$ cat src/rtl/rf_pkg.sv
// Shared constants and helpers for the banked register file and its scoreboard.
package rf_pkg;

  localparam int BANK_INT = 0;
  localparam int BANK_FP  = 1;

  // Bank select width never collapses to zero, even for a single bank.
  function automatic int bank_width(input int num_banks);
    return (num_banks > 1) ? $clog2(num_banks) : 1;
  endfunction

  function automatic logic bank_valid(input int unsigned bank, input int unsigned num_banks);
    return bank < num_banks;
  endfunction

  function automatic logic is_zero_reg(input int unsigned bank, input int unsigned addr,
                                       input int unsigned mask);
    return (addr == 0) && (bank < 32) && mask[bank];
  endfunction

endpackage

$ cat src/rtl/rf_scoreboard.sv
// Per-register busy bits with reserve-over-write priority and a running busy count.
module rf_scoreboard
  import rf_pkg::*;
#(
  parameter int          DEPTH          = 32,
  parameter int          NUM_BANKS      = 2,
  parameter int unsigned ZERO_BANK_MASK = 'b01,
  localparam int         ADDR_W         = $clog2(DEPTH),
  localparam int         BANK_W         = bank_width(NUM_BANKS),
  localparam int         CNT_W          = $clog2(NUM_BANKS * DEPTH + 1)
) (
  input  logic              clk,
  input  logic              rst_n,
  input  logic              wr_en,
  input  logic [BANK_W-1:0] wr_bank,
  input  logic [ADDR_W-1:0] wr_addr,
  input  logic              rsv_en,
  input  logic [BANK_W-1:0] rsv_bank,
  input  logic [ADDR_W-1:0] rsv_addr,
  input  logic [BANK_W-1:0] lk_bank1,
  input  logic [ADDR_W-1:0] lk_addr1,
  input  logic [BANK_W-1:0] lk_bank2,
  input  logic [ADDR_W-1:0] lk_addr2,
  output logic              busy1,
  output logic              busy2,
  output logic [CNT_W-1:0]  busy_cnt
);

  logic [NUM_BANKS-1:0][DEPTH-1:0] busy_q;
  logic [NUM_BANKS-1:0][DEPTH-1:0] busy_d;
  logic wr_hit, rsv_hit, same_reg;
  logic lk_ok1, lk_ok2;
  logic inc, dec;

  assign wr_hit  = wr_en && bank_valid(32'(wr_bank), NUM_BANKS)
                   && !is_zero_reg(32'(wr_bank), 32'(wr_addr), ZERO_BANK_MASK);
  assign rsv_hit = rsv_en && bank_valid(32'(rsv_bank), NUM_BANKS)
                   && !is_zero_reg(32'(rsv_bank), 32'(rsv_addr), ZERO_BANK_MASK);
  assign same_reg = (wr_bank == rsv_bank) && (wr_addr == rsv_addr);

  assign lk_ok1 = bank_valid(32'(lk_bank1), NUM_BANKS)
                  && !is_zero_reg(32'(lk_bank1), 32'(lk_addr1), ZERO_BANK_MASK);
  assign lk_ok2 = bank_valid(32'(lk_bank2), NUM_BANKS)
                  && !is_zero_reg(32'(lk_bank2), 32'(lk_addr2), ZERO_BANK_MASK);

  // Reserve is applied after the write: it belongs to the younger instruction.
  always_comb begin
    busy_d = busy_q;
    inc    = 1'b0;
    dec    = 1'b0;
    if (wr_hit) begin
      busy_d[wr_bank][wr_addr] = 1'b0;
      dec = busy_q[wr_bank][wr_addr];
    end
    if (rsv_hit) begin
      busy_d[rsv_bank][rsv_addr] = 1'b1;
      inc = !busy_q[rsv_bank][rsv_addr];
      if (wr_hit && same_reg) dec = 1'b0;
    end
  end

  // Lookups see the post-edge state so they line up with bypassed read data.
  assign busy1 = lk_ok1 ? busy_d[lk_bank1][lk_addr1] : 1'b0;
  assign busy2 = lk_ok2 ? busy_d[lk_bank2][lk_addr2] : 1'b0;

  always_ff @(posedge clk or negedge rst_n) begin
    if (!rst_n) begin
      busy_q   <= '0;
      busy_cnt <= '0;
    end else begin
      busy_q   <= busy_d;
      busy_cnt <= busy_cnt + CNT_W'(inc) - CNT_W'(dec);
    end
  end

endmodule

$ cat src/rtl/banked_reg_file.sv
// Multi-bank architectural register file: two registered read ports with
// same-cycle write bypass, one write port, and a busy scoreboard for issue.
module banked_reg_file
  import rf_pkg::*;
#(
  parameter int          DATA_W         = 32,
  parameter int          DEPTH          = 32,
  parameter int          NUM_BANKS      = 2,
  parameter int unsigned ZERO_BANK_MASK = 'b01,
  localparam int         ADDR_W         = $clog2(DEPTH),
  localparam int         BANK_W         = bank_width(NUM_BANKS),
  localparam int         CNT_W          = $clog2(NUM_BANKS * DEPTH + 1)
) (
  input  logic              clk,
  input  logic              rst_n,
  input  logic [BANK_W-1:0] rd_bank1,
  input  logic [ADDR_W-1:0] rd_addr1,
  input  logic [BANK_W-1:0] rd_bank2,
  input  logic [ADDR_W-1:0] rd_addr2,
  output logic [DATA_W-1:0] rd_data1,
  output logic [DATA_W-1:0] rd_data2,
  output logic              rd_busy1,
  output logic              rd_busy2,
  input  logic              wr_en,
  input  logic [BANK_W-1:0] wr_bank,
  input  logic [ADDR_W-1:0] wr_addr,
  input  logic [DATA_W-1:0] wr_data,
  input  logic              rsv_en,
  input  logic [BANK_W-1:0] rsv_bank,
  input  logic [ADDR_W-1:0] rsv_addr,
  output logic [CNT_W-1:0]  busy_cnt
);

  logic [DATA_W-1:0] regs [NUM_BANKS][DEPTH];
  logic              wr_hit;
  logic              rd_ok1, rd_ok2;
  logic              byp1, byp2;
  logic [DATA_W-1:0] data1_p0, data2_p0;
  logic              busy1_p0, busy2_p0;

  assign wr_hit = wr_en && bank_valid(32'(wr_bank), NUM_BANKS)
                  && !is_zero_reg(32'(wr_bank), 32'(wr_addr), ZERO_BANK_MASK);

  assign rd_ok1 = bank_valid(32'(rd_bank1), NUM_BANKS)
                  && !is_zero_reg(32'(rd_bank1), 32'(rd_addr1), ZERO_BANK_MASK);
  assign rd_ok2 = bank_valid(32'(rd_bank2), NUM_BANKS)
                  && !is_zero_reg(32'(rd_bank2), 32'(rd_addr2), ZERO_BANK_MASK);

  assign byp1 = wr_hit && (wr_bank == rd_bank1) && (wr_addr == rd_addr1);
  assign byp2 = wr_hit && (wr_bank == rd_bank2) && (wr_addr == rd_addr2);

  rf_scoreboard #(
    .DEPTH          (DEPTH),
    .NUM_BANKS      (NUM_BANKS),
    .ZERO_BANK_MASK (ZERO_BANK_MASK)
  ) u_scoreboard (
    .clk      (clk),
    .rst_n    (rst_n),
    .wr_en    (wr_en),
    .wr_bank  (wr_bank),
    .wr_addr  (wr_addr),
    .rsv_en   (rsv_en),
    .rsv_bank (rsv_bank),
    .rsv_addr (rsv_addr),
    .lk_bank1 (rd_bank1),
    .lk_addr1 (rd_addr1),
    .lk_bank2 (rd_bank2),
    .lk_addr2 (rd_addr2),
    .busy1    (busy1_p0),
    .busy2    (busy2_p0),
    .busy_cnt (busy_cnt)
  );

  always_ff @(posedge clk or negedge rst_n) begin
    if (!rst_n) begin
      for (int b = 0; b < NUM_BANKS; b++) begin
        for (int d = 0; d < DEPTH; d++) begin
          regs[b][d] <= '0;
        end
      end
    end else if (wr_hit) begin
      regs[wr_bank][wr_addr] <= wr_data;
    end
  end

  // Stage p0: select between bypass and storage; invalid selects read as zero.
  always_comb begin
    data1_p0 = '0;
    data2_p0 = '0;
    if (rd_ok1) data1_p0 = byp1 ? wr_data : regs[rd_bank1][rd_addr1];
    if (rd_ok2) data2_p0 = byp2 ? wr_data : regs[rd_bank2][rd_addr2];
  end

  // Stage p1: registered read outputs.
  always_ff @(posedge clk or negedge rst_n) begin
    if (!rst_n) begin
      rd_data1 <= '0;
      rd_data2 <= '0;
      rd_busy1 <= 1'b0;
      rd_busy2 <= 1'b0;
    end else begin
      rd_data1 <= data1_p0;
      rd_data2 <= data2_p0;
      rd_busy1 <= busy1_p0;
      rd_busy2 <= busy2_p0;
    end
  end

endmodule
$ cat config.mk
export PLATFORM = sky130hd
export DESIGN_NAME = banked_reg_file
export DESIGN_NICKNAME = d
export VERILOG_FILES = /design/src/rtl/rf_pkg.sv /design/src/rtl/rf_scoreboard.sv /design/src/rtl/banked_reg_file.sv
export SDC_FILE = /design/constraint.sdc
export NUM_CORES = 2
export LEC_CHECK = 0
export CAP_MARGIN = 20
export CORE_MARGIN = 10
export CORE_UTILIZATION = 60
export CTS_CLUSTER_SIZE = 40
export DETAILED_ROUTE_END_ITERATION = 8
export GPL_ROUTABILITY_DRIVEN = 0
export PLACE_DENSITY = 0.77
export SLEW_MARGIN = 20
export SYNTH_ARGS = -nofsm -noshare
export SYNTH_HDL_FRONTEND = slang
export SYNTH_SLANG_ARGS = --single-unit
$ cat constraint.sdc
create_clock -name clk -period 4.3 [get_ports clk]
set_input_delay 0.43 -clock clk [delete_from_list [all_inputs] [get_ports clk]]
set_output_delay 0.43 -clock clk [all_outputs]
set_load 0.01 [all_outputs]
* Word-level counts from Yosys, hierarchy flattened
Cells that the tools add are included.
Operators by class: add/sub/neg operators 2, $lt $le $gt $ge 24, eq/ne operators 6, muxes and demuxes 61, bitwise operators 9, reduce and logical (&&, ||, !) cells 25
Operator list (count):
- 2-to-1 mux 1024 bit | 7
- bitwise mux 2048 bit | 1
- demux 1024 bit (select 1 bit) | 1
- 2-to-1 mux 32 bit | 19
- binary-select mux 32 bit (select 5 bit) | 2
- demux 32 bit (select 5 bit) | 1
- 2-to-1 mux 64 bit | 2
- bitwise AND 64 bit | 1
- demux 32 bit (select 1 bit) | 2
- inverter 64 bit | 1
- OR 64 bit | 1
- less-than comparator 1 x 6 -> 1 bit, second input constant | 4
- less-than comparator 5 x 6 -> 1 bit, second input constant | 4
- binary-select mux 1 bit (select 5 bit) | 4
- zero test 5 bit | 4
- 2-to-1 mux 1 bit | 20
- >= comparator 6 bit, second input constant | 3
- logical AND 1 bit | 18
- inverter 5 -> 6 bit | 3
- equality test 5 bit | 3
- demux 1 bit (select 5 bit) | 2
- >= comparator 5 x 1 -> 1 bit, second input constant | 2
- less-than comparator 1 x 2 -> 1 bit, second input constant | 4
- adder 7 x 1 -> 7 bit | 1
- other kinds (8) | 17
Word-level totals: register bits 2185, input bits 60, output and inout bits 73, word-level logic and storage cells 198

* Logic depth before layout (Yosys ltp)
depth after elaboration 16, depth in mapped cells 19, depth with buffers taken out 16

* By module
Synthesis repeated with hierarchy kept, for this count alone.
Unflattened totals: cells, all modules 8051, area total of the unflattened synthesis 117973.1 µm²
Modules (own cells, without submodules):
- banked_reg_file | times used 1, cells an instance 7476, area each 112409.1 µm², sequential area each 52900.7 µm²
- rf_scoreboard | times used 1, cells an instance 575, area each 5564.1 µm², sequential area each 1776.7 µm²

* Worst setup path before layout
OpenSTA, ideal clock, no wires.
path kind input -> register, from input wr_bank, to register u_scoreboard.busy_cnt[6], setup time 0.125 ns, data arrival time 3.648 ns, data required time 4.175 ns, path slack 0.526 ns, stages 19, buffers on the path 3, cell sequence buf_4 > buf_4 > buf_2 > mux4_2 > mux2i_1 > o22ai_1 > nor4_1 > nor3_1 > ha_1 > inv_1 > ha_1 > inv_1 > fa_1 > inv_1 > a21o_1 > a21oi_1 > o21bai_1 > a21oi_1 > xnor2_1
Between the ends: longest elaborated chain between the ends 9, elaborated cells between the ends (all ways) 16, classes of those cells add/sub: 1; eq/ne: 1; mux: 9; reduce/logical: 5
Ends and longest elaborated chain:
- start, declared | RTL line banked_reg_file.sv:25 | input logic [BANK_W-1:0] wr_bank,
- parallel branches: the longest is 7 deep, another holds 2-to-1 mux 32 bit
- 2-to-1 mux 1 bit * | RTL line rf_scoreboard.sv:55 | if (rsv_hit) begin
- subtractor 7 x 1 -> 7 bit * | RTL line rf_scoreboard.sv:72 | busy_cnt <= busy_cnt + CNT_W'(inc) - CNT_W'(dec);
- end signal, assigned | RTL line rf_scoreboard.sv:72
- end, declared | RTL line rf_scoreboard.sv:26 | output logic [CNT_W-1:0] busy_cnt
Every way passes the cells marked *. The select of a mux whose other input is x is not followed. A chain may end at the register's enable or synchronous reset.

* Worst setup path after layout
from register u_scoreboard.busy_q[31] (netlist bit), to register u_scoreboard.busy_cnt[6]
Between the ends: longest elaborated chain between the ends 8, elaborated cells between the ends (all ways) 15, classes of those cells add/sub: 2; mux: 12; reduce/logical: 1
Ends and longest elaborated chain:
- start, declared | RTL line rf_scoreboard.sv:29 | logic [NUM_BANKS-1:0][DEPTH-1:0] busy_q;
- start signal, assigned | RTL line rf_scoreboard.sv:71 | busy_q <= busy_d;
- 2-to-1 mux 32 bit, on equally long branches (2 in series) | RTL line rf_scoreboard.sv:57, rf_scoreboard.sv:53
- binary-select mux 1 bit (select 5 bit), on equally long branches | RTL line rf_scoreboard.sv:57, rf_scoreboard.sv:53
- 2-to-1 mux 1 bit, on equally long branches | RTL line rf_scoreboard.sv:57, rf_scoreboard.sv:53
- zero test 1 bit / 2-to-1 mux 1 bit (equally long branches) | RTL line rf_scoreboard.sv:57, rf_scoreboard.sv:51
- 2-to-1 mux 1 bit, on equally long branches | RTL line rf_scoreboard.sv:55, rf_scoreboard.sv:58
- adder 7 x 1 -> 7 bit / 2-to-1 mux 1 bit (equally long branches) | RTL line rf_scoreboard.sv:72, rf_scoreboard.sv:55
- subtractor 7 x 1 -> 7 bit * | RTL line rf_scoreboard.sv:72
Every way passes the cells marked *; elsewhere a longest branch is shown, timed or not. The select of a mux whose other input is x is not followed.

==> summary.txt <==
Run status = complete, but fails checks
Failing checks = design-rule violations
Number of max-cap violations = 0
RSZ-0062 raised after global routing = false
Clock power frac = 0.366
Top_reg_cell synth = dfrtp_1
DP Wirelength = 224,000 um
Die area = 0.211 mm2
Via Count = 75,600
DR pass1 iterations = 9
Cell Chain, Critical Path = mux4_2 -> mux2i_1 -> o22ai_1 -> nor4_1 -> nor3_1 -> ha_1 -> inv_1 -> ha_1 -> inv_1 -> fa_1 -> inv_1 -> a21o_1 -> a21oi_1 -> o21bai_1 -> a21oi_1 -> xnor2_1
Initial drt markers = 10,500
Worst skew pair latency = 0.92 ns
Global-route wire length before repair = 555,000 um
CP peak stage delay = 0.48 ns
Hold Path Class = in -> reg
TNS Setup = 0 ns
Clk buf depth = 3
Post-Place Setup Slack = 0.219 ns
WL final = 385,000 um
Worst slew margin = 0.157
Synth-to-Final Area Change = 11.2%
Synth Register Bits = 2,185
Postcts setup bufs = 0
Num CTS Buffers = 222
Initial antenna violation count = 32
Fin crit share = 0.829
Leak = 0.0580 uW
Seq pwr share = 0.453
Sequential share of the synthesized area = 0.471
R2R Setup Slk = 0.73 ns
Synth Warn # = 0
Critical path's slowest cell = mux4_2
Post-DR wirelength/cell = 38.9 um
Delay-heaviest family, CP = adder cells
PnR worst setup slack = 0.733 ns
Hold Path End = rd_data2[9]
Top Ports = 133
Worst hold slack = 0.0398 ns
Fmax = 280 MHz
Fill cells = 12,700
GRT Util Overall = 0.364
Final hold vios = 0
Root buf cell = clkbuf_16
Share of cells above drive strength 1 = 0.566
Period minus WS final = 3.57 ns
Worst R2R End = u_scoreboard.busy_cnt[6]
Clock transition at path regs = 0.06 ns
Comb power frac = 0.181
Crit path arrival time = 4.36 ns
Hold Buf Count CTS = 2
Clk_skew = 0.0403 ns
CP most frequent cell = inv_1
Setup crit end kind = flop
Maximum VDD drop = 0.000521 V
Internal power = 41,300 uW
Worst hold path depth = 3
Vias per inst = 7.63
WP buf/inv = 3
Setup Viol. Count Final = 0
EDFF count, synth = 0
Die height = 460 um
Sink Count = 2,185
R2R Path Start = u_scoreboard.busy_q[31]
Asr flop ratio synth = 1.00
Post-route ant nets = 0
Syn Std Cell Area = 0.116 mm2
PostCTS Resize Cnt = 0
Final core occ = 0.671
Crit path launch type = flop
Port Buf Inserts = 132
Fin cells = 9,907
Power per Cell Area = 436 mW/mm2
Total grt overflow = 0
Nets in the synthesized netlist = 7,369
Final Slew Violations = 0
R2R depth = 16
Mean post-synth cell area = 15.9 um2
CTS tree = done
Cell count after synthesis = 7,301
Pin count of the biggest net entering global routing = 162
Most frequent cells in the layout = 2,185 x dfrtp_1, 2,031 x mux2_2, 1,267 x mux4_2, 283 x buf_4, 223 x clkbuf_16
Worst-Margin Slew = 1.27 ns
Critical path required time = 5.09 ns
CP Class = reg -> reg
H-tree depth = 4
HP Start = wr_data[9]
Post-Place Cells = 9,462
Switch share = 0.267
Starting Density = 0.603
Largest fanout on the critical path = 4
Layout Nets = 7,230
Die width = 460 um
Vias in the first global route = 76,600
Core ar. = 0.192 mm2
Psw = 15,000 uW
Row Count = 161
Most common cell after layout, fill and taps aside = dfrtp_1
Count of cell types in the netlist = 77
DRC violations left = 54
[kinds of logic (layout without fill, tap and decap cells)]
group                    count (synthesis)  count (layout)  share of synthesized area
multiplexers                          3401            3401                      0.452
buffers and inverters                  882             934                     0.0316
other                                    0              28                          0
AND/OR/NAND/NOR                        385             385                     0.0165
XOR/XNOR                                24              24                    0.00181
flip-flops                            2185            2185                      0.471
adder cells (fa/ha/maj)                  8               8                   0.000927
AO/OA/AOI/OAI                          416             416                     0.0259
[cell type report]
class / instances / area, um2 / share of cell area
antenna: 28 / 70.1 / 0.000543
clock buffer: 337 / 6660 / 0.0516
clock inverter: 78 / 1130 / 0.00879
inverter: 34 / 128 / 0.000989
multi-input combinational: 4234 / 58300 / 0.452
sequential: 2185 / 54700 / 0.424
tap: 2526 / 3160 / 0.0245
timing repair buffer: 485 / 4920 / 0.0381
[power by group through the flow]
stage / clock network, uW / registers [uW] / logic (uW)
floorplan: 0 / 25000 / 7320
global placement: 0 / 25400 / 9830
detailed placement: 0 / 25700 / 10100
CTS: 20700 / 25300 / 10100
global route: 21500 / 25700 / 10800
finish: 20600 / 25500 / 10200
[flip-flops by register name, summed over array words and instances (netlist names)]
register / cells
regs: 2048
rd_busy2: 1
rd_busy1: 1
u_scoreboard.busy_cnt: 7
u_scoreboard.busy_q: 64
rd_data2: 32
rd_data1: 32
[worst reg2reg max path, stage by stage (launching register included)]
cell and delay (ns):
dfrtp_1 0.46, mux4_2 0.49, mux2i_1 0.22, o22ai_1 0.13, nor4_1 0.39, nor3_1 0.12, ha_1 0.30, inv_1 0.06
ha_1 0.16, inv_1 0.06, fa_1 0.44, inv_1 0.08, a21o_1 0.11, a21oi_1 0.09, o21bai_1 0.14, a21oi_1 0.10
xnor2_1 0.12
[metrics by stage]
stage          instance area [um2]  total power, uW
3_5_place_dp                121000            35800
5_1_grt                     129000            58100
3_3_place_gp                121000            35200
4_1_cts                     129000            56200
2_1_floorplan               116000            32300
6_report                    129000            56300
[worst max path at each step]
| stage | from | end | slack (ns) | depth (start not counted) |
|---|---|---|---|---|
| 4_1_cts | u_scoreboard.busy_q[31] | u_scoreboard.busy_cnt[6] | 0.81 | 16 |
| 6_report | u_scoreboard.busy_q[31] | u_scoreboard.busy_cnt[6] | 0.73 | 16 |
| 3_3_place_gp | wr_addr[0] | u_scoreboard.busy_cnt[6] | 0.18 | 18 |
| 3_5_place_dp | rsv_bank | u_scoreboard.busy_cnt[6] | 0.22 | 16 |
| 2_1_floorplan | wr_bank | u_scoreboard.busy_cnt[6] | 0.53 | 19 |
| 5_1_grt | u_scoreboard.busy_q[31] | u_scoreboard.busy_cnt[6] | 0.60 | 16 |
[Yosys cell counts (all sizes together) (3+ instances only)]
library cell | count | area (um2)
a2111oi | 5 | 50.0
a211oi | 10 | 75.1
a21oi | 58 | 290
a221o | 4 | 40.0
a221oi | 46 | 403
a22o | 61 | 534
a22oi | 91 | 688
a311oi | 4 | 35.0
a31oi | 5 | 31.3
a32oi | 3 | 26.3
and2 | 6 | 37.5
and3 | 6 | 37.5
and3b | 6 | 52.6
and4b | 7 | 70.1
and4bb | 3 | 37.5
buf | 372 | 1750
clkbuf | 476 | 1790
dfrtp | 2185 | 54700
ha | 7 | 87.6
inv | 33 | 124
mux2 | 2031 | 22900
mux2i | 102 | 1020
mux4 | 1268 | 28600
nand2 | 211 | 807
nand2b | 6 | 37.5
nand3 | 24 | 120
nand3b | 3 | 22.5
nand4 | 5 | 31.3
nand4b | 4 | 35.0
nor2 | 42 | 158
nor2b | 21 | 131
nor3 | 9 | 45.0
nor3b | 7 | 62.6
nor4 | 5 | 37.5
nor4b | 3 | 62.6
nor4bb | 3 | 30.0
o211ai | 5 | 37.5
o21ai | 64 | 320
o21bai | 6 | 45.0
o22ai | 22 | 138
o2bb2ai | 14 | 123
or3 | 3 | 18.8
or4 | 5 | 37.5
xnor2 | 18 | 158
xor2 | 6 | 52.6
[layer usage]
metal / vias up / global-route usage / wire (um)
li1: 28300 / - / -
met1: 40700 / 0.482 / 139000
met4: 30 / 0.203 / 25300
met3: 1358 / 0.132 / 49700
met5: - / 0.00611 / 380
met2: 5127 / 0.524 / 171000
Power figures use the tool's default switching activity.
